==> src/rtl/iter_divider_pkg.sv <==
`default_nettype none
// ============================================================================
//  Module      : iter_divider_pkg
//  Description : Shared types for the iterative divider.
//  Revision    : 1.0 - initial release
// ============================================================================
package iter_divider_pkg;

    typedef logic        i1;
    typedef logic [31:0] i32;
    typedef logic [63:0] i64;

    typedef enum logic [1:0] {
        IDLE = 2'd0,
        BUSY = 2'd1,
        DONE = 2'd2
    } div_state_t;

endpackage : iter_divider_pkg
`default_nettype wire

==> src/rtl/iter_divider_div_step.sv <==
`default_nettype none
// ============================================================================
//  Module      : div_step
//  Description : One combinational radix-2 restoring division step.
//  Revision    : 1.0 - initial release
// ============================================================================
module div_step
    import iter_divider_pkg::*;
#(
    parameter int WIDTH = 32
) (
    input  logic [WIDTH-1:0] rem_i,
    input  logic [WIDTH-1:0] quo_i,
    input  logic [WIDTH-1:0] b_i,
    output logic [WIDTH-1:0] rem_o,
    output logic [WIDTH-1:0] quo_o
);

    logic [WIDTH:0]   w_shifted;
    logic [WIDTH-1:0] w_trial;
    i1                w_neg;

    assign w_shifted = {rem_i, quo_i[WIDTH-1]};

    // Sign of the (WIDTH+1)-bit trial subtraction taken as a compare; when the
    // trial is non-negative it is always below b, so WIDTH bits hold it exactly.
    assign w_neg   = (w_shifted < {1'b0, b_i});
    assign w_trial = w_shifted[WIDTH-1:0] - b_i;

    assign rem_o = w_neg ? w_shifted[WIDTH-1:0] : w_trial;
    assign quo_o = {quo_i[WIDTH-2:0], ~w_neg};

endmodule : div_step
`default_nettype wire

==> src/rtl/iter_divider.sv <==
`default_nettype none
// ============================================================================
//  Module      : iter_divider
//  Description : Iterative unsigned restoring divider, valid/done handshake,
//                result c = {remainder, quotient}.
//  Revision    : 1.0 - initial release
// ============================================================================
module iter_divider
    import iter_divider_pkg::*;
#(
    parameter int WIDTH = 32
) (
    input  logic               clk,
    input  logic               reset,
    input  logic               valid,
    input  logic [WIDTH-1:0]   a,
    input  logic [WIDTH-1:0]   b,
    output logic               done,
    output logic [2*WIDTH-1:0] c
);

    localparam int               CNT_W    = $clog2(WIDTH) + 1;
    localparam logic [CNT_W-1:0] CNT_LOAD = CNT_W'(WIDTH);
    localparam logic [CNT_W-1:0] CNT_ONE  = CNT_W'(1);

    div_state_t         state_q, state_d;
    logic [WIDTH-1:0]   a_q, a_d;
    logic [WIDTH-1:0]   b_q, b_d;
    logic [WIDTH-1:0]   rem_q, rem_d;
    logic [WIDTH-1:0]   quo_q, quo_d;
    logic [CNT_W-1:0]   cnt_q, cnt_d;
    i1                  done_q, done_d;
    logic [2*WIDTH-1:0] c_q, c_d;

    logic [WIDTH-1:0]   w_step_rem;
    logic [WIDTH-1:0]   w_step_quo;
    i1                  w_start;

    div_step #(
        .WIDTH (WIDTH)
    ) u_div_step (
        .rem_i (rem_q),
        .quo_i (quo_q),
        .b_i   (b_q),
        .rem_o (w_step_rem),
        .quo_o (w_step_quo)
    );

    always_ff @(posedge clk or posedge reset) begin
        if (reset) begin
            state_q <= IDLE;
            a_q     <= '0;
            b_q     <= '0;
            rem_q   <= '0;
            quo_q   <= '0;
            cnt_q   <= '0;
            done_q  <= 1'b0;
            c_q     <= '0;
        end else begin
            state_q <= state_d;
            a_q     <= a_d;
            b_q     <= b_d;
            rem_q   <= rem_d;
            quo_q   <= quo_d;
            cnt_q   <= cnt_d;
            done_q  <= done_d;
            c_q     <= c_d;
        end
    end

    always_comb begin
        state_d = state_q;
        a_d     = a_q;
        b_d     = b_q;
        rem_d   = rem_q;
        quo_d   = quo_q;
        cnt_d   = cnt_q;
        done_d  = done_q;
        c_d     = c_q;
        w_start = 1'b0;

        case (state_q)
            IDLE: begin
                done_d = 1'b0;
                if (valid) begin
                    w_start = 1'b1;
                end
            end
            BUSY: begin
                done_d = 1'b0;
                if (!valid) begin
                    state_d = IDLE;
                end else if (cnt_q != '0) begin
                    rem_d = w_step_rem;
                    quo_d = w_step_quo;
                    cnt_d = cnt_q - CNT_ONE;
                end else begin
                    // All WIDTH steps are in; this cycle registers the result.
                    state_d = DONE;
                    done_d  = 1'b1;
                    c_d     = {rem_q, quo_q};
                end
            end
            DONE: begin
                if (!valid) begin
                    state_d = IDLE;
                    done_d  = 1'b0;
                end else if ((a != a_q) || (b != b_q)) begin
                    w_start = 1'b1;
                    done_d  = 1'b0;
                end
            end
            default: begin
                state_d = IDLE;
                done_d  = 1'b0;
            end
        endcase

        if (w_start) begin
            state_d = BUSY;
            a_d     = a;
            b_d     = b;
            rem_d   = '0;
            quo_d   = a;
            cnt_d   = CNT_LOAD;
        end
    end

    assign done = done_q;
    assign c    = c_q;

endmodule : iter_divider
`default_nettype wire

==> config.mk <==
export PLATFORM = sky130hd
export DESIGN_NAME = iter_divider
export DESIGN_NICKNAME = d
export VERILOG_FILES = /design/src/rtl/iter_divider_pkg.sv /design/src/rtl/iter_divider_div_step.sv /design/src/rtl/iter_divider.sv
export SDC_FILE = /design/constraint.sdc
export NUM_CORES = 1
export LEC_CHECK = 0
export BUFFER_PORTS_ARGS = -buffer_cell sky130_fd_sc_hd__buf_4
export CAP_MARGIN = 10
export CORE_ASPECT_RATIO = 0.75
export CORE_MARGIN = 5
export CORE_UTILIZATION = 55
export DETAILED_ROUTE_END_ITERATION = 8
export PLACE_DENSITY = 0.84
export SYNTH_ARGS = -nofsm -noshare
export SYNTH_HDL_FRONTEND = slang
export SYNTH_SLANG_ARGS = --single-unit
==> constraint.sdc <==
create_clock -name clk -period 10.3 [get_ports clk]
set_input_delay 2.575 -clock clk [delete_from_list [all_inputs] [get_ports clk]]
set_output_delay 2.575 -clock clk [all_outputs]
set_load 0.01 [all_outputs]
==> impl_metrics.json, run 1 <==
{
  "status": "finished clean",
  "core-area_mm2": 0.0184,
  "cts_hold_buf": 0,
  "first_iter_violations": 825,
  "fp.dieW_um": 167,
  "grt_pass1_vias": 7822,
  "place_inst": 1320,
  "avgSynthCellArea_um2": 10.4,
  "htreeDepth": 1,
  "fillers": 1440,
  "hpwlAfterDp_mm": 18.7,
  "leakagePower_nw": 6.11,
  "yosysSeqAreaShare_pct": 49.2,
  "postRouteAntennaNets": 0,
  "yosysMostFrequentCell": "dfrtp_1",
  "power_frac_clock_pct": 22.0,
  "drc_errors": 0,
  "path_max_fanout": 48,
  "syn_inst": 979,
  "cp-end-kind": "flip-flop",
  "fin_skew_ps": 14.9,
  "tightest_slew_ps": 1170,
  "synthTopCellsByArea": "dfrtp_1 (49%), mux2_2 (6.9%), xor2_1 (4.3%)",
  "rsz0062_at_grt": "false",
  "max-slew-margin-rel_pct": 21.5,
  "swShare_pct": 37.8,
  "gp_congestion": 0.930,
  "clk_pin_slew_ps": 60,
  "power_frac_comb_pct": 41.9,
  "initial_core_util_pct": 55.6,
  "p_total_mw": 3.66,
  "postCtsSetupRepairBufs": 0,
  "final_nets": 1198,
  "synth_top_area_share_pct": 49.2,
  "ios": 132,
  "r2r_cells": 10,
  "viasPerCell": 5.91,
  "fin_tns_setup_ps": 0,
  "top_layer_used": "met4",
  "ir_drop_mv": 0.185,
  "routed-wl-met2_mm": 11.5,
  "holdPathStages": 1,
  "area_growth_pct": 18.9,
  "dieArea_mm2": 0.0214,
  "cts_buffers": 21,
  "antenna_found_initial": 0,
  "r2r_setup_slack_ps": 6200,
  "worst_skew_pair.late_latency_ps": 510,
  "path_class": "input port to flip-flop",
  "grt_remaining_overflow": 0,
  "min_path_type": "flip-flop to flip-flop",
  "cts_tree": "done",
  "internal_power_mw": 2.28,
  "sequentialPowerShare_pct": 36.1,
  "min_from": "cnt_q[4]$_DFFE_PP0P_",
  "yosysTopAreaCell": "dfrtp_1",
  "finalHoldViolCount": 0,
  "synth_edf_count": 0,
  "cap_violations": 0,
  "arrival_ps": 6240,
  "whs_endpoint": "cnt_q[4]$_DFFE_PP0P_",
  "io_buffers": 131,
  "cts_root_buf": "clkbuf_16",
  "met1_length_mm": 11.7,
  "ys_warn_count": 0,
  "drive_gt1_share_pct": 22.6,
  "r2r-start": "a_q[13]$_DFFE_PP0N_",
  "powerDensity_mw_per_mm2": 301,
  "wirelength_mm": 26.0,
  "syn_nets": 1081,
  "grt_pass1_wl_mm": 42.1,
  "synth_cell_types": 55,
  "synth-main-ff-cell": "dfrtp_1",
  "layoutNonFillerInstCount": 1358,
  "rows": 43,
  "max_freq_mhz": 171,
  "cts_buffer_depth": 3,
  "clock_sinks": 201,
  "synth.top_cells.by_count": "dfrtp_1 (201), o21ai_0 (83), nand2_1 (66), mux2_2 (63), xor2_1 (50)",
  "drv_slew": 0,
  "first_pass_iters": 7,
  "setup_viol": 0,
  "syn_area_mm2": 0.0102,
  "die_h_um": 128,
  "synth-seq-cells": 201,
  "critPathLaunchType": "input port",
  "period_share_pct": 56.9,
  "via_count": 8020,
  "switchingPower_mw": 1.38,
  "grt_use_total_pct": 24.3,
  "wl_met3_mm": 2.14,
  "wire_per_inst_um": 19.2,
  "r2r_end": "quo_q[10]$_DFFE_PP0P_",
  "required_ps": 10690,
  "antenna_cells": 0,
  "post_cts_resized": 0,
  "async_reset_ff_share_pct": 100,
  "fin_crit_ps": 5860,
  "grt_max_degree": 120
}
==> state kept, by name, summed over array words and instances, names as in the netlist <==
name     flops
a_q         32
b_q         32
c           64
cnt_q        6
done         1
quo_q       32
rem_q       32
state_q      2
==> layer usage <==
layer / track usage (%) / vias up
met5: 0 / -
met4: 6.82 / 0
met3: 5.67 / 45
met2: 36.3 / 285
met1: 35.8 / 3940
li1: - / 3750
==> worst max-delay path: stages <==
cell	delay [ps]
buf_4	120
xor2_1	160
nor4_1	550
nand4_1	150
nor4_1	340
nand4_1	170
or4_4	740
nand2_2	460
buf_4	540
nor2_1	130
a221o_1	290
==> final cells by class <==
class / count / area, µm² / area share, %
tap: 247 / 309 / 2.54
multi-input combinational: 683 / 4830 / 39.8
clock buffer: 26 / 584 / 4.81
sequential: 201 / 5030 / 41.4
clock inverter: 12 / 154 / 1.27
timing repair buffer: 140 / 1050 / 8.65
inverter: 49 / 191 / 1.58
==> cells in the final DEF, fill, tap and decap left out, types with 34 or more instances in the layout <==
cell / count
a21o_1: 39
a21oi_1: 48
and3_1: 35
buf_4: 140
dfrtp_1: 201
ha_1: 34
inv_1: 48
mux2_2: 63
nand2_1: 64
nand3_1: 37
nor2_1: 46
o21ai_0: 83
xnor2_1: 37
xor2_1: 50
==> worst max path at each step <==
stage	startpoint	to	depth (start not counted)
floorplan	reset	a_q[0]$_DFFE_PP0N_	1
global placement	a[13]	quo_q[10]$_DFFE_PP0P_	11
detailed placement	a[13]	quo_q[17]$_DFFE_PP0P_	11
CTS	a[13]	quo_q[10]$_DFFE_PP0P_	11
global route	a[13]	quo_q[10]$_DFFE_PP0P_	11
finish	a[13]	quo_q[10]$_DFFE_PP0P_	11
==> cell families (layout without fill, tap and decap cells) <==
kind of cell	after synthesis	in the layout	synth area share, %
compound gates	250	250	16.1
simple gates	243	243	11.7
flops	201	201	49.2
buf+inv	95	227	3.77
xor+xnor	87	87	7.45
mux	68	68	7.43
fa+ha+maj	35	35	4.36
==> power groups by stage <==
stage	registers (mW)	logic, mW	clock network, mW
after global routing	1.36	1.71	0.850
after CTS	1.32	1.53	0.815
after global placement	1.31	1.49	0
after floorplan	1.30	1.04	0
final	1.32	1.54	0.806
after detailed placement	1.33	1.52	0
==> per-stage QoR <==
step	utilization [%]	area [µm²]	hold WS [ps]	setup slack (ps)
final	66.0	12200	493	4440
after global routing	66.0	12200	505	4280
after CTS	66.0	12200	491	4530
after detailed placement	62.0	11400	469	4110
after global placement	62.0	11400	458	4190
after floorplan	-	10200	438	2240
No activity file was read; power rests on OpenSTA's default activity.
==> run 2: changes to the inputs <==
Clock period 10.3 ns to 5.9 ns, I/O delays scaled along.
==> run 2 against run 1 <==
Net effect:
- flip-flop and latch count did not move
- final cell count stayed put
- combinational power rose by 76%
- clock-buffer cell count is 1 higher
- global-route usage grew 0.36 points
==> impl_metrics.json, run 2 (synthesis gave the netlist of run 1 again) <==
{
  "arrival_ps": 4900,
  "regArea_mm2": 0.00503,
  "min_path_type": "flip-flop to flip-flop",
  "fillers": 1465,
  "fp.dieW_um": 167,
  "largest_reg_flops": 64,
  "switchingPower_mw": 2.42,
  "leakagePower_nw": 6.08,
  "sequentialPowerShare_pct": 36.6,
  "max_freq_mhz": 222,
  "rsz0062_at_grt": "false",
  "initial_core_util_pct": 55.6,
  "hpwlAfterDp_mm": 19.1,
  "powerDensity_mw_per_mm2": 520,
  "io_buffers": 131,
  "grt_pass1_vias": 8063,
  "max-slew-margin-rel_pct": 38.8,
  "place_inst": 1323,
  "htreeDepth": 1,
  "power_frac_comb_pct": 43.1,
  "fin_skew_ps": 19.8,
  "first_iter_violations": 850,
  "drive_gt1_share_pct": 22.4,
  "first_pass_iters": 6,
  "clock_sinks": 201,
  "path_buf_inv": 2,
  "viasPerCell": 5.92,
  "p_total_mw": 6.29,
  "postRouteAntennaNets": 0,
  "cts_tree": "done",
  "post_cts_resized": 0,
  "cp-end-kind": "flip-flop",
  "critPathLaunchType": "input port",
  "cts_buffers": 20,
  "via_count": 8043,
  "power_frac_clock_pct": 20.3,
  "cap_violations": 0,
  "ios": 132,
  "dpl_cell_area_mm2": 0.0114,
  "core-area_mm2": 0.0184,
  "layoutNonFillerInstCount": 1358,
  "grt_use_total_pct": 24.6,
  "detailedPlace.worstSlack_ps": 936,
  "postCtsSetupRepairBufs": 0,
  "fin_crit_ps": 4500,
  "drv_slew": 0,
  "dieArea_mm2": 0.0214,
  "status": "finished clean",
  "grt_pass1_wl_mm": 43.0,
  "cts_buffer_depth": 3,
  "antenna_cells": 0,
  "cpLargestDelayFamily": "simple AND/OR/NAND/NOR gates",
  "final_nets": 1200,
  "antenna_found_initial": 0,
  "area_growth_pct": 18.3,
  "fin_area_mm2": 0.0121,
  "crit_path_cell_trace": "buf_4 -> xor2_1 -> nor4_1 -> nand4_1 -> nor4_1 -> nand4_1 -> or4_4 -> nand2_2 -> buf_4 -> o311ai_0 -> o41ai_1",
  "cts_hold_buf": 0,
  "grt_remaining_overflow": 0,
  "mostFrequentLayoutCells": "dfrtp_1 (201), buf_4 (142), o21ai_0 (83)",
  "wirelength_mm": 26.6,
  "gp_congestion": 0.910,
  "ir_drop_mv": 0.235,
  "setup_slack_ps": 1400,
  "grt_max_degree": 165,
  "multiInputGateArea_mm2": 0.00483,
  "path_class": "input port to flip-flop",
  "clk_pin_slew_ps": 70,
  "worst_skew_pair.late_latency_ps": 510,
  "die_h_um": 128,
  "required_ps": 6300,
  "path_max_fanout": 30,
  "fin_tns_setup_ps": 0,
  "period_share_pct": 76.3,
  "internal_power_mw": 3.86,
  "cts_root_buf": "clkbuf_16",
  "rows": 43,
  "wire_per_inst_um": 19.6,
  "cpMaxStageDelayCell": "or4_4",
  "setup_viol": 0,
  "tightest_slew_ps": 918,
  "final_common_cell": "dfrtp_1",
  "critPathMaxStageDelay_ps": 740,
  "swShare_pct": 38.5,
  "finalHoldViolCount": 0,
  "drc_errors": 0
}
## run 2: final cells by class
class	count	share of cell area (%)
clock buffers	27	4.69
clock inverters	8	0.672
inverters	49	1.55
multi-input cells	683	40.0
flip-flops and latches	201	41.6
well taps	247	2.56
repair buffers	143	8.98
## run 2: worst paths after layout
kind | from | to | slack (ps) | cells past startpoint
min | cnt_q[4]$_DFFE_PP0P_ | cnt_q[4]$_DFFE_PP0P_ | 480 | 1
max | a[13] | cnt_q[4]$_DFFE_PP0P_ | 1400 | 11
max reg2reg | a_q[13]$_DFFE_PP0N_ | cnt_q[4]$_DFFE_PP0P_ | 2060 | 10
min in group asynchronous | reset | c[2]$_DFFE_PP0P_ | 1110 | 3
max in group asynchronous | reset | c[49]$_DFFE_PP0P_ | 3490 | 4
min reg2reg | cnt_q[4]$_DFFE_PP0P_ | cnt_q[4]$_DFFE_PP0P_ | 480 | 1
## run 2: per-layer routing
| metal | wire, µm | up-vias | global-route usage (%) |
|---|---|---|---|
| li1 | - | 3739 | - |
| met1 | 12200 | 3962 | 36.5 |
| met2 | 11900 | 290 | 38.1 |
| met3 | 1710 | 52 | 4.16 |
| met4 | 773 | 0 | 6.68 |
| met5 | 0 | - | 0 |
## run 2: worst reg2reg max path: stages, from the launching register on
cell and delay [ps]:
dfrtp_1 390, xor2_1 200, nor4_1 490, nand4_1 150
nor4_1 390, nand4_1 200, or4_4 740, nand2_2 450
buf_4 440, o311ai_0 200, o41ai_1 90
## run 2: through the flow
stage / hold slack [ps] / util (%)
2_1_floorplan: 438 / -
3_3_place_gp: 453 / 62.2
5_1_grt: 502 / 65.7
3_5_place_dp: 461 / 62.2
4_1_cts: 478 / 65.7
6_report: 477 / 65.7
## run 2: power by group through the flow
stage	Clock, mW	Sequential, mW	Combinational, mW
after floorplan	0	2.28	1.82
after global placement	0	2.28	2.61
after detailed placement	0	2.31	2.68
after CTS	1.29	2.30	2.70
after global routing	1.34	2.37	3.01
final	1.27	2.30	2.71
==> run 3: changes to the inputs <==
Clock period 5.9 ns to 4.31 ns, I/O delays scaled along.
==> run 3 against run 2 <==
Net effect:
- combinational power up 38%
- clock skew down 7.6 ps
- first-iteration DRC count down 20%
- sequential share of layout area down 0.60 points
- wire length down 1.2%
- critical path type is now flip-flop to flip-flop
- critical endpoint is now rem_q[3]$_DFFE_PP0P_
==> impl_metrics.json, run 3 (synthesis gave the netlist of run 1 again) <==
{
  "status": "finished clean",
  "core-area_mm2": 0.0184,
  "routed-wl-met2_mm": 11.7,
  "grt_pass1_wl_mm": 41.9,
  "powerDensity_mw_per_mm2": 719,
  "ios": 132,
  "path_class": "flip-flop to flip-flop",
  "die_h_um": 128,
  "gp_congestion": 0.940,
  "wire_per_inst_um": 19.2,
  "mostFrequentLayoutCells": "dfrtp_1 (201), buf_4 (145), o21ai_0 (83)",
  "sequentialPowerShare_pct": 35.9,
  "path_buf_inv": 2,
  "first_iter_violations": 681,
  "antenna_cells": 0,
  "leakagePower_nw": 6.17,
  "cp-end-kind": "flip-flop",
  "cts_buffer_depth": 3,
  "power_frac_comb_pct": 42.2,
  "antenna_found_initial": 0,
  "top_layer_used": "met4",
  "via_count": 8065,
  "fp.dieW_um": 167,
  "initial_core_util_pct": 55.6,
  "first_pass_iters": 5,
  "cts_root_buf": "clkbuf_16",
  "grt_remaining_overflow": 0,
  "finalHoldViolCount": 0,
  "postRouteAntennaNets": 0,
  "rows": 43,
  "cts_hold_buf": 0,
  "ir_drop_mv": 0.431,
  "drc_errors": 0,
  "cts_buffers": 21,
  "final_common_cell": "dfrtp_1",
  "cap_violations": 0,
  "met1_length_mm": 11.9,
  "clk_pin_slew_ps": 60,
  "area_growth_pct": 20.0,
  "r2r_cells": 12,
  "fin_skew_ps": 12.2,
  "holdPathStages": 1,
  "rsz0062_at_grt": "false",
  "cts_tree": "done",
  "grt_pass1_vias": 7902,
  "clock_sinks": 201,
  "htreeDepth": 1,
  "grt_use_total_pct": 24.0,
  "hpwlAfterDp_mm": 19.3,
  "r2r_end": "rem_q[3]$_DFFE_PP0P_",
  "grt_max_degree": 86,
  "max-slew-margin-rel_pct": 48.8,
  "holdWs_ps": 485,
  "min_from": "cnt_q[4]$_DFFE_PP0P_",
  "fin_crit_ps": 3740,
  "setup_viol": 0,
  "r2r-start": "b_q[5]$_DFFE_PP0N_",
  "viasPerCell": 5.90,
  "worst_skew_pair.late_latency_ps": 490,
  "io_buffers": 131,
  "largest_reg_flops": 64,
  "fillers": 1438,
  "wirelength_mm": 26.3,
  "wl_met3_mm": 1.89,
  "period_share_pct": 86.8,
  "whs_endpoint": "cnt_q[4]$_DFFE_PP0P_",
  "fin_tns_setup_ps": 0,
  "critPathMaxStageDelay_ps": 450,
  "internal_power_mw": 5.51,
  "switchingPower_mw": 3.32,
  "final_nets": 1207,
  "drive_gt1_share_pct": 23.2,
  "arrival_ps": 4090,
  "cpLargestDelayFamily": "compound AO/OA/AOI/OAI gates",
  "path_max_fanout": 40,
  "critPathLaunchType": "flip-flop",
  "min_path_type": "flip-flop to flip-flop",
  "required_ps": 4660,
  "cpMaxStageDelayCell": "buf_4",
  "post_cts_resized": 0,
  "tightest_slew_ps": 765,
  "crit_path_cell_trace": "inv_1 -> ha_1 -> a21o_1 -> a221oi_1 -> nor3b_1 -> a21oi_1 -> nor4_1 -> nor3_1 -> a21boi_4 -> buf_4 -> mux2i_1 -> o21ai_0",
  "swShare_pct": 37.6,
  "p_total_mw": 8.82,
  "postCtsSetupRepairBufs": 0,
  "drv_slew": 0,
  "power_frac_clock_pct": 21.9,
  "r2r_setup_slack_ps": 570,
  "dieArea_mm2": 0.0214,
  "max_freq_mhz": 267
}
==> run 3: changes by cell type in the layout (fill, tap and decap cells not counted) <==
cell,delta
buf_12,+3
buf_4,+3
bufinv_16,+3
clkbuf_1,-3
clkinv_2,+2
clkbuf_16,+1
clkbuf_8,-1
clkinv_8,-1
inv_8,+1
==> run 3: final cells by class <==
type / count / area, µm² / share of cell area [%]
tap: 247 / 309 / 2.52
inverter: 49 / 188 / 1.53
multi-input combinational: 683 / 4830 / 39.4
clock inverter: 13 / 176 / 1.44
timing repair buffer: 149 / 1170 / 9.52
clock buffer: 24 / 567 / 4.62
sequential: 201 / 5030 / 41.0
==> run 3: per-layer routing <==
layer	vias to the layer above	GRT usage, %
met5	-	0
met2	287	37.4
met1	3967	34.5
li1	3754	-
met4	0	7.01
met3	57	4.93
==> run 3: power groups by stage <==
stage	clock network, mW	registers, mW	logic (mW)
3_3_place_gp	0	3.14	3.58
5_1_grt	2.04	3.25	4.10
2_1_floorplan	0	3.12	2.50
3_5_place_dp	0	3.17	3.67
4_1_cts	1.96	3.16	3.71
6_report	1.93	3.17	3.73
==> run 3: worst max path at each step <==
stage | startpoint | end | slack, ps | cells after the start
detailed placement | b[20] | rem_q[12]$_DFFE_PP0P_ | 290 | 11
global placement | b[20] | quo_q[31]$_DFFE_PP0P_ | 390 | 11
CTS | b_q[5]$_DFFE_PP0N_ | rem_q[12]$_DFFE_PP0P_ | 610 | 13
floorplan | reset | a_q[0]$_DFFE_PP0N_ | 630 | 1
finish | b_q[5]$_DFFE_PP0N_ | rem_q[3]$_DFFE_PP0P_ | 570 | 12
global route | b_q[5]$_DFFE_PP0N_ | rem_q[1]$_DFFE_PP0P_ | 240 | 12
==> run 3: metrics by stage <==
stage	worst slack, ps	std cells	cell area, µm²	util [%]
4_1_cts	612	1366	12300	66.7
3_5_place_dp	292	1329	11500	62.7
3_3_place_gp	394	1329	11500	62.7
6_report	570	1366	12300	66.7
2_1_floorplan	630	979	10200	-
5_1_grt	240	1366	12300	66.7
